===== src/rtl/seg7_msg_scroller.sv =====
`default_nettype none
// ============================================================================
// Module   : seg7_msg_scroller
// Purpose  : Runtime-writable 7-segment message buffer scrolled across a
//            multiplexed multi-digit display (hold / fwd / rev / blink).
// Revision : 1.0 - initial release
// ============================================================================
module seg7_msg_scroller #(
    parameter  int MSG_DEPTH  = 16,
    parameter  int NUM_DIGITS = 4,
    parameter  int SEG_W      = 8,
    parameter  int PRESCALE_W = 16,
    localparam int IDX_W      = $clog2(MSG_DEPTH),
    localparam int DSEL_W     = (NUM_DIGITS > 1) ? $clog2(NUM_DIGITS) : 1
) (
    input  logic                  clk,
    input  logic                  rst,
    input  logic [1:0]            mode,
    input  logic [PRESCALE_W-1:0] prescale,
    input  logic [IDX_W:0]        msg_len,
    input  logic                  wr_en,
    input  logic [IDX_W:0]        wr_addr,
    input  logic [SEG_W-1:0]      wr_data,
    output logic [SEG_W-1:0]      seg_out,
    output logic [NUM_DIGITS-1:0] digit_sel,
    output logic [IDX_W-1:0]      index,
    output logic                  wrap
);

    localparam logic [1:0]        MODE_HOLD  = 2'b00;
    localparam logic [1:0]        MODE_FWD   = 2'b01;
    localparam logic [1:0]        MODE_REV   = 2'b10;
    localparam logic [1:0]        MODE_BLINK = 2'b11;
    localparam logic [IDX_W:0]    DEPTH_L    = (IDX_W+1)'(MSG_DEPTH);
    localparam logic [DSEL_W-1:0] SCAN_LAST  = DSEL_W'(NUM_DIGITS - 1);

    logic [SEG_W-1:0]      buf_q [MSG_DEPTH];
    logic [SEG_W-1:0]      buf_d [MSG_DEPTH];
    logic [PRESCALE_W-1:0] cnt_q, cnt_d;
    logic [IDX_W-1:0]      index_q, index_d;
    logic                  wrap_q, wrap_d;
    logic                  blink_q, blink_d;
    logic [DSEL_W-1:0]     scan_q, scan_d;
    logic [SEG_W-1:0]      seg_out_q, seg_out_d;
    logic [NUM_DIGITS-1:0] digit_sel_q, digit_sel_d;

    logic                  tick;
    logic [IDX_W:0]        len_eff;
    logic [IDX_W:0]        len_m1;
    logic [IDX_W:0]        rd_sum;
    logic [IDX_W-1:0]      rd_pos;

    // Message buffer write port; display reads below see the pre-write value
    always_comb begin
        for (int i = 0; i < MSG_DEPTH; i++) begin
            buf_d[i] = buf_q[i];
        end
        if (wr_en && !wr_addr[IDX_W]) begin
            buf_d[wr_addr[IDX_W-1:0]] = wr_data;
        end
    end

    always_comb begin
        if (msg_len == '0) begin
            len_eff = (IDX_W+1)'(1);
        end else if (msg_len > DEPTH_L) begin
            len_eff = DEPTH_L;
        end else begin
            len_eff = msg_len;
        end
        len_m1 = len_eff - (IDX_W+1)'(1);
    end

    // Greater-or-equal compare so a lowered prescale never forces a rollover
    always_comb begin
        tick  = (cnt_q >= prescale);
        cnt_d = tick ? '0 : cnt_q + PRESCALE_W'(1);
    end

    always_comb begin
        index_d = index_q;
        wrap_d  = 1'b0;
        if ({1'b0, index_q} >= len_eff) begin
            index_d = '0;
        end else if (tick) begin
            case (mode)
                MODE_FWD: begin
                    if ({1'b0, index_q} == len_m1) begin
                        index_d = '0;
                        wrap_d  = 1'b1;
                    end else begin
                        index_d = index_q + IDX_W'(1);
                    end
                end
                MODE_REV: begin
                    if (index_q == '0) begin
                        index_d = len_m1[IDX_W-1:0];
                        wrap_d  = 1'b1;
                    end else begin
                        index_d = index_q - IDX_W'(1);
                    end
                end
                MODE_HOLD, MODE_BLINK: ;
                default: ;
            endcase
        end
    end

    always_comb begin
        blink_d = 1'b1;
        if (mode == MODE_BLINK) begin
            blink_d = tick ? ~blink_q : blink_q;
        end
    end

    // True modulo: a short message repeats across the remaining digits
    always_comb begin
        scan_d      = (scan_q == SCAN_LAST) ? '0 : scan_q + DSEL_W'(1);
        rd_sum      = {1'b0, index_q} + (IDX_W+1)'(scan_q);
        rd_pos      = IDX_W'(rd_sum % len_eff);
        digit_sel_d = NUM_DIGITS'(1) << scan_q;
        seg_out_d   = blink_q ? buf_q[rd_pos] : '0;
    end

    always_ff @(posedge clk) begin
        if (rst) begin
            for (int i = 0; i < MSG_DEPTH; i++) begin
                buf_q[i] <= '0;
            end
            cnt_q       <= '0;
            index_q     <= '0;
            wrap_q      <= 1'b0;
            blink_q     <= 1'b1;
            scan_q      <= '0;
            seg_out_q   <= '0;
            digit_sel_q <= NUM_DIGITS'(1);
        end else begin
            for (int i = 0; i < MSG_DEPTH; i++) begin
                buf_q[i] <= buf_d[i];
            end
            cnt_q       <= cnt_d;
            index_q     <= index_d;
            wrap_q      <= wrap_d;
            blink_q     <= blink_d;
            scan_q      <= scan_d;
            seg_out_q   <= seg_out_d;
            digit_sel_q <= digit_sel_d;
        end
    end

    assign seg_out   = seg_out_q;
    assign digit_sel = digit_sel_q;
    assign index     = index_q;
    assign wrap      = wrap_q;

endmodule
`default_nettype wire


===== config.mk =====
export PLATFORM = sky130hd
export DESIGN_NAME = seg7_msg_scroller
export DESIGN_NICKNAME = d
export VERILOG_FILES = /design/src/rtl/seg7_msg_scroller.sv
export SDC_FILE = /design/constraint.sdc
export NUM_CORES = 1
export LEC_CHECK = 0
export BUFFER_PORTS_ARGS = -buffer_cell sky130_fd_sc_hd__buf_2
export CAP_MARGIN = 20
export CELL_PAD_IN_SITES_DETAIL_PLACEMENT = 1
export CELL_PAD_IN_SITES_GLOBAL_PLACEMENT = 2
export CORE_ASPECT_RATIO = 1.25
export CORE_UTILIZATION = 42
export DETAILED_ROUTE_END_ITERATION = 10
export PLACE_DENSITY = 0.81
export SYNTH_ARGS = -nofsm -noshare
export SYNTH_HDL_FRONTEND = slang
export SYNTH_SLANG_ARGS = --single-unit

===== constraint.sdc =====
create_clock -name clk -period 24.6 [get_ports clk]
set_clock_uncertainty 0.05 [all_clocks]
set_input_delay 4.92 -clock clk [delete_from_list [all_inputs] [get_ports clk]]
set_output_delay 4.92 -clock clk [all_outputs]
set_load 0.005 [all_outputs]

* Yosys cells after proc, flatten, opt, wreduce, memory -nomap -nowiden *
Memory sizes are Yosys's and may differ from the RTL's. A register that Yosys moved wholly into a read port is not among the register bits.
Cells that the tools add are included.
Widths: inputs -> output; s select.

word-level totals
  register bits = 28
  bits in read-only memories = 0
  output and inout bits = 17
  memories kept = 1
  word-level logic and storage cells = 89
  RAM bits = 128
  input port bits = 39
  latch bits = 0

memories
  memory  words  bits a word  rd ports  clocked after memory_dff  write ports  line  text
  buf_q   16     8            17        1                         16           37    logic [SEG_W-1:0] buf_q [MSG_DEPTH];

cells by class
  order comparisons = 5
  bitwise operators = 20
  $mul = 0
  muxes and demuxes = 31
  reduce and logical (&&, ||, !) cells = 13
  eq/ne operators = 5
  divide/modulo/power cells = 1
  add/subtract/negate cells = 6
  shift operators = 1

operator list
  operator               number
  $mux 8                 17
  $bwmux 128             1
  $mux 128               1
  $demux 8 s4            1
  $add 16x1->16 const B  1
  $ge 16x16->1           1
  $or 1x1->1             16
  $mux 5                 2
  $reduce_or 2->1        5
  $mux 4                 2
  $pmux 4 s2             1
  $eq 2x2->1 const B     3
  $add 4x2->5            1
  $eq 4x5->1             1
  $ge 4x5->1             1
  $ge 5x5->1 const B     1
  $gt 5x5->1 const B     1
  $logic_not 5->1        1
  $lt 5x1->1 const B     1
  $mod 5x5->5            1
  $mux 1                 5
  $not 4->5              1
  $sub 5x1->5 const B    1
  $add 4x1->4 const B    1
  12 further kinds       15

* Longest topological paths before layout *
  depth after elaboration = 8
  depth in mapped cells = 36
  mapped depth without buffers = 33

* Worst setup path after synthesis *
Ideal clock, no wire load.

  path kind = input-to-reg
  from = input port msg_len[4]
  to = register seg_out_q[4] (netlist: seg_out[4]) (read register of buf_q)
  data arrival time = 11.188 ns
  buffers on the path = 3
  slack = 13.232 ns
  stages = 31
  library setup time = 0.130 ns
  required time = 24.420 ns
  cells stage by stage = buf_4 -> nor4_4 -> a21oi_2 -> ha_1 -> a21oi_1 -> ha_1 -> nor2b_1 -> o211ai_1 -> o311a_1 -> nor2_1 -> ha_1 -> and4b_1 -> o31ai_1 -> a211oi_1 -> or2_2 -> ha_1 -> nor2b_1 -> o211ai_1 -> a21oi_1 -> or2_2 -> ha_1 -> nor2b_4 -> o31a_4 -> o22a_1 -> o31ai_2 -> buf_2 -> buf_4 -> mux2i_1 -> nand2_1 -> o211ai_1 -> o221ai_2

on the way
  word-level cells in the longest chain between the ends = 4
  elaborated cells on any way between the ends = 5
  those cells by class = 1 x div; 1 x order compare; 2 x mux; 1 x reduce/logical

ends and longest elaborated chain
  what             line  text
  from (decl)      20    input logic [IDX_W:0] msg_len,
  $gt 5x5->1       66    end else if (msg_len > DEPTH_L) begin
  $mux 5           66
  $mux 5 (*)       64    if (msg_len == '0) begin
  $mod 5x5->5 (*)  120   rd_pos = IDX_W'(rd_sum % len_eff);
  to (decl)        44    logic [SEG_W-1:0] seg_out_q, seg_out_d;

Mark *: on every way between the ends. The rest lies on a longest branch, timed or not.
A chain may end at the register's enable or synchronous reset.

* Worst setup path in the final report *
  from = input port msg_len[4]
  to = register seg_out_q[0] (netlist: seg_out[0]) (read register of buf_q)

The elaborated chain is that of the path after synthesis.

==> impl_metrics.xml <==
<?xml version="1.0" encoding="UTF-8"?>
<metrics>
  <group name="logic_synthesis">
    <metric name="mappedNetlistNets" unit="">1018</metric>
    <metric name="asyncSetResetFlopFracSynth" unit="">0</metric>
    <metric name="seq_area_frac_synth" unit="">0.371</metric>
    <metric name="syn-instance-count" unit="">929</metric>
    <metric name="synth-seq-cells" unit="">164</metric>
    <metric name="synth_area" unit="um2">8850</metric>
    <metric name="synth-edff-count" unit="">0</metric>
    <metric name="yosys_most_used_dff" unit="">sky130_fd_sc_hd__dfxtp_1</metric>
    <metric name="synth_largest_area_cell" unit="">sky130_fd_sc_hd__dfxtp_1</metric>
    <metric name="yosys.cell_types.count" unit="">72</metric>
    <metric name="avg_synthesized_cell_area" unit="um2">9.53</metric>
    <metric name="yosys_warnings" unit="">0</metric>
    <metric name="post-synth-top-area-fraction" unit="">0.371</metric>
    <metric name="post_synth_main_area_contributors" unit="">sky130_fd_sc_hd__dfxtp_1, sky130_fd_sc_hd__mux2i_1, sky130_fd_sc_hd__nor2_1</metric>
  </group>
  <group name="cells_and_area">
    <metric name="insertedDiodeCount" unit="">0</metric>
    <metric name="fill_cell_instance_count_of_the_final_layout" unit="">2420</metric>
    <metric name="layout.cells.non_filler" unit="">1251</metric>
    <metric name="area.growth.synth_to_final" unit="%">12.0</metric>
    <metric name="finish.net_count" unit="">1053</metric>
    <metric name="final_layout_size_suffix_gt1_frac" unit="">0.149</metric>
    <metric name="commonest_cells_after_routing_fill_and_taps_aside" unit="">sky130_fd_sc_hd__mux2i_1, sky130_fd_sc_hd__nor2_1, sky130_fd_sc_hd__dfxtp_1, sky130_fd_sc_hd__buf_2, sky130_fd_sc_hd__ha_1</metric>
    <metric name="final_common_cell" unit="">sky130_fd_sc_hd__mux2i_1</metric>
    <metric name="utilization" unit="">0.478</metric>
  </group>
  <group name="global_routing">
    <metric name="grt.total_usage" unit="">0.218</metric>
    <metric name="global_route_wire_length_before_repair" unit="mm">36.8</metric>
    <metric name="grt.busiest_layer" unit="">met2</metric>
    <metric name="largest_net_degree_at_the_start_of_global_routing" unit="">86</metric>
    <metric name="grtUsageMet3" unit="">0.0318</metric>
    <metric name="groute.layer.met2.usage" unit="">0.407</metric>
    <metric name="overflow" unit="">0</metric>
    <metric name="grt_use_met1" unit="">0.256</metric>
    <metric name="antenna_found_initial" unit="">0</metric>
    <metric name="number_of_global_route_vias_before_repair" unit="">7004</metric>
  </group>
  <group name="critical_path">
    <metric name="critical_path.reg2reg.startpoint" unit="">index[1]$_SDFFE_PP0P_</metric>
    <metric name="path_class" unit="">input port to flip-flop</metric>
    <metric name="critical-path-slowest-cell" unit="">sky130_fd_sc_hd__buf_4</metric>
    <metric name="worst_path_most_repeated_cell" unit="">sky130_fd_sc_hd__ha_1</metric>
    <metric name="worst_ep_required_time" unit="ps">24880</metric>
    <metric name="critPathArrivalTime" unit="ps">12580</metric>
    <metric name="r2r_slack" unit="ps">15920</metric>
    <metric name="critPathMaxFanout" unit="">64</metric>
    <metric name="endpoint_kind" unit="">flip-flop</metric>
    <metric name="crit_path_max_incr_delay" unit="ps">720</metric>
    <metric name="reg2reg_depth" unit="">31</metric>
    <metric name="reg2reg_to" unit="">seg_out[0]$_SDFF_PP0_</metric>
    <metric name="start_kind" unit="">input port</metric>
  </group>
  <group name="timing">
    <metric name="period_utilization" unit="">0.500</metric>
    <metric name="timing.final.setup_violations" unit="">0</metric>
    <metric name="timing_max_transition_violations_final" unit="">0</metric>
    <metric name="period_needed" unit="ps">12300</metric>
    <metric name="final_hold_viol_count" unit="">0</metric>
    <metric name="achievable-frequency" unit="MHz">81.3</metric>
    <metric name="final.setup.tns" unit="ps">0</metric>
    <metric name="postLayoutSetupSlackWorst" unit="ps">12300</metric>
    <metric name="setup_repair_after_global_routing_missed_its_margin" unit="">false</metric>
    <metric name="slew-limit-headroom" unit="">0.210</metric>
    <metric name="tightest_slew" unit="ps">1180</metric>
  </group>
  <group name="clock_tree">
    <metric name="cts_tree" unit="">yes</metric>
    <metric name="cts_max_level" unit="">4</metric>
    <metric name="cts.sinks" unit="">164</metric>
    <metric name="cts_inserted_buffers" unit="">17</metric>
    <metric name="clkSlewWorstSetupHoldPaths" unit="ps">70</metric>
    <metric name="cts_hold_buf" unit="">0</metric>
    <metric name="cts_setup_buffers" unit="">0</metric>
    <metric name="ctsRootBufferMaster" unit="">sky130_fd_sc_hd__clkbuf_16</metric>
    <metric name="postCtsResizedCells" unit="">0</metric>
    <metric name="cts_buffer_depth" unit="">2</metric>
    <metric name="clk_latency" unit="ps">430</metric>
  </group>
  <group name="floorplanning">
    <metric name="initial_utilization" unit="">0.427</metric>
    <metric name="dieWidth" unit="um">132</metric>
    <metric name="die_height" unit="um">164</metric>
    <metric name="design.die.area" unit="um2">21700</metric>
    <metric name="num_rows" unit="">59</metric>
    <metric name="fp.coreArea" unit="um2">20700</metric>
    <metric name="io_pins" unit="">56</metric>
  </group>
  <group name="route">
    <metric name="initialDrtViolationCount" unit="">293</metric>
    <metric name="vias_per_cell" unit="">5.37</metric>
    <metric name="detail_route.wirelength" unit="mm">22.5</metric>
    <metric name="drt_drc_violations_left" unit="">0</metric>
    <metric name="detail_route.wl_per_cell" unit="um">18.0</metric>
    <metric name="detail-route-antenna-nets" unit="">0</metric>
    <metric name="detail_route.first_pass.iterations" unit="">4</metric>
    <metric name="routed-via-count" unit="">6712</metric>
  </group>
  <group name="job">
    <metric name="timing.max_cap.violations" unit="">0</metric>
  </group>
  <group name="placed_design">
    <metric name="port_buffers" unit="">55</metric>
    <metric name="dpl.hpwl" unit="mm">15.3</metric>
    <metric name="gp_congestion" unit="">0.849</metric>
    <metric name="dpl.cell_count" unit="">1219</metric>
    <metric name="pre_cts_ws" unit="ps">11900</metric>
  </group>
  <group name="power_and_ir_drop">
    <metric name="leakage" unit="nW">4.68</metric>
    <metric name="vdd_drop_max" unit="V">0.0000480</metric>
    <metric name="power_per_cell_area" unit="nW/um2">72.4</metric>
  </group>
  <group name="status">
    <metric name="run_status" unit="">finished clean</metric>
  </group>
  <group name="hold_path">
    <metric name="hold-path-endpoint" unit="">cnt_q[0]$_SDFF_PP0_</metric>
    <metric name="min-delay-path-class" unit="">flip-flop to flip-flop</metric>
    <metric name="worstHoldPathCells" unit="">1</metric>
    <metric name="hold_path.startpoint" unit="">cnt_q[0]$_SDFF_PP0_</metric>
  </group>
</metrics>
[kinds of logic (layout without fill, tap and decap cells)]
logic type	Yosys count	in the layout	share of synthesized area
xor+xnor	26	26	0.0266
simple gates	294	294	0.152
flops	164	164	0.371
fa+ha+maj	50	50	0.0724
buf+inv	84	132	0.0413
compound gates	108	108	0.0934
mux	203	203	0.243
[area by class of cell]
class / count / area [um2] / share of cell area
Sequential cell: 164 / 3280 / 0.331
Inverter: 38 / 143 / 0.0144
Multi-Input combinational cell: 681 / 5230 / 0.527
Clock buffer: 18 / 429 / 0.0433
Tap cell: 274 / 343 / 0.0346
Clock inverter: 14 / 165 / 0.0167
Timing Repair Buffer: 62 / 330 / 0.0333
[stage by stage]
step / instance area (um2) / hold slack [ps] / power (mW)
5_1_grt: 9920 / 473 / 0.752
3_3_place_gp: 9320 / 408 / 0.452
4_1_cts: 9920 / 444 / 0.727
3_5_place_dp: 9320 / 427 / 0.454
6_report: 9920 / 436 / 0.718
2_1_floorplan: 8850 / 391 / 0.413
[worst max path at each step]
stage               start                     to  cells past startpoint  slack (ps)
6_report       msg_len[4]  seg_out[0]$_SDFF_PP0_                     31       12300
5_1_grt        msg_len[4]  seg_out[0]$_SDFF_PP0_                     31       11710
4_1_cts        msg_len[4]  seg_out[0]$_SDFF_PP0_                     31       12300
3_5_place_dp   msg_len[4]  seg_out[5]$_SDFF_PP0_                     31       11900
2_1_floorplan  msg_len[4]  seg_out[4]$_SDFF_PP0_                     31       13230
3_3_place_gp   msg_len[4]  seg_out[6]$_SDFF_PP0_                     31       12040
[routing by layer]
layer | vias up | wire length, um
met1 | 3300 | 10000
met4 | 0 | 360
li1 | 3309 | -
met5 | - | 0
met3 | 24 | 403
met2 | 79 | 11700
[registers in the layout, summed over array words and instances (netlist names)]
signal / cells
blink_q: 1
buf_q: 128
cnt_q: 16
digit_sel: 4
index: 4
scan_q: 2
seg_out: 8
wrap: 1
[cell usage after synthesis, types with 3 or more instances]
cell,count
sky130_fd_sc_hd__o221ai_2,8
sky130_fd_sc_hd__a211oi_1,3
sky130_fd_sc_hd__buf_2,4
sky130_fd_sc_hd__a31oi_1,3
sky130_fd_sc_hd__o21ai_0,20
sky130_fd_sc_hd__nor3_1,8
sky130_fd_sc_hd__nand2_1,44
sky130_fd_sc_hd__o211ai_1,12
sky130_fd_sc_hd__inv_1,37
sky130_fd_sc_hd__nand2b_1,6
sky130_fd_sc_hd__dfxtp_1,164
sky130_fd_sc_hd__nand4_1,8
sky130_fd_sc_hd__mux2_2,10
sky130_fd_sc_hd__xor2_1,9
sky130_fd_sc_hd__or2_2,7
sky130_fd_sc_hd__a22oi_1,3
sky130_fd_sc_hd__mux2i_1,177
sky130_fd_sc_hd__a21oi_1,19
sky130_fd_sc_hd__mux4_2,8
sky130_fd_sc_hd__a21o_1,5
sky130_fd_sc_hd__buf_6,4
sky130_fd_sc_hd__buf_4,4
sky130_fd_sc_hd__mux2_1,8
sky130_fd_sc_hd__xnor2_1,16
sky130_fd_sc_hd__o21a_1,3
sky130_fd_sc_hd__nor3_2,3
sky130_fd_sc_hd__nand3_1,12
sky130_fd_sc_hd__o21ai_1,5
sky130_fd_sc_hd__nor2b_1,12
sky130_fd_sc_hd__nor2_1,168
sky130_fd_sc_hd__ha_1,48
sky130_fd_sc_hd__clkbuf_1,32
sky130_fd_sc_hd__nor3b_1,4
sky130_fd_sc_hd__and3_1,4
[where the power goes]
part           leakage [nW]  total (mW)  internal [mW]  switching, mW
clock                 0.295       0.272          0.153          0.119
combinational          3.06       0.170         0.0668          0.103
sequential             1.32       0.276          0.272        0.00389
[critical path, delay by kind of cell]
kind / cells / cell delay (ps)
multiplexers: 2 / 740
AO/OA/AOI/OAI: 13 / 2760
AND/OR/NAND/NOR: 9 / 1620
buffers and inverters: 2 / 890
adder cells (fa/ha/maj): 5 / 1610
No activity file was read; power rests on OpenSTA's default activity.
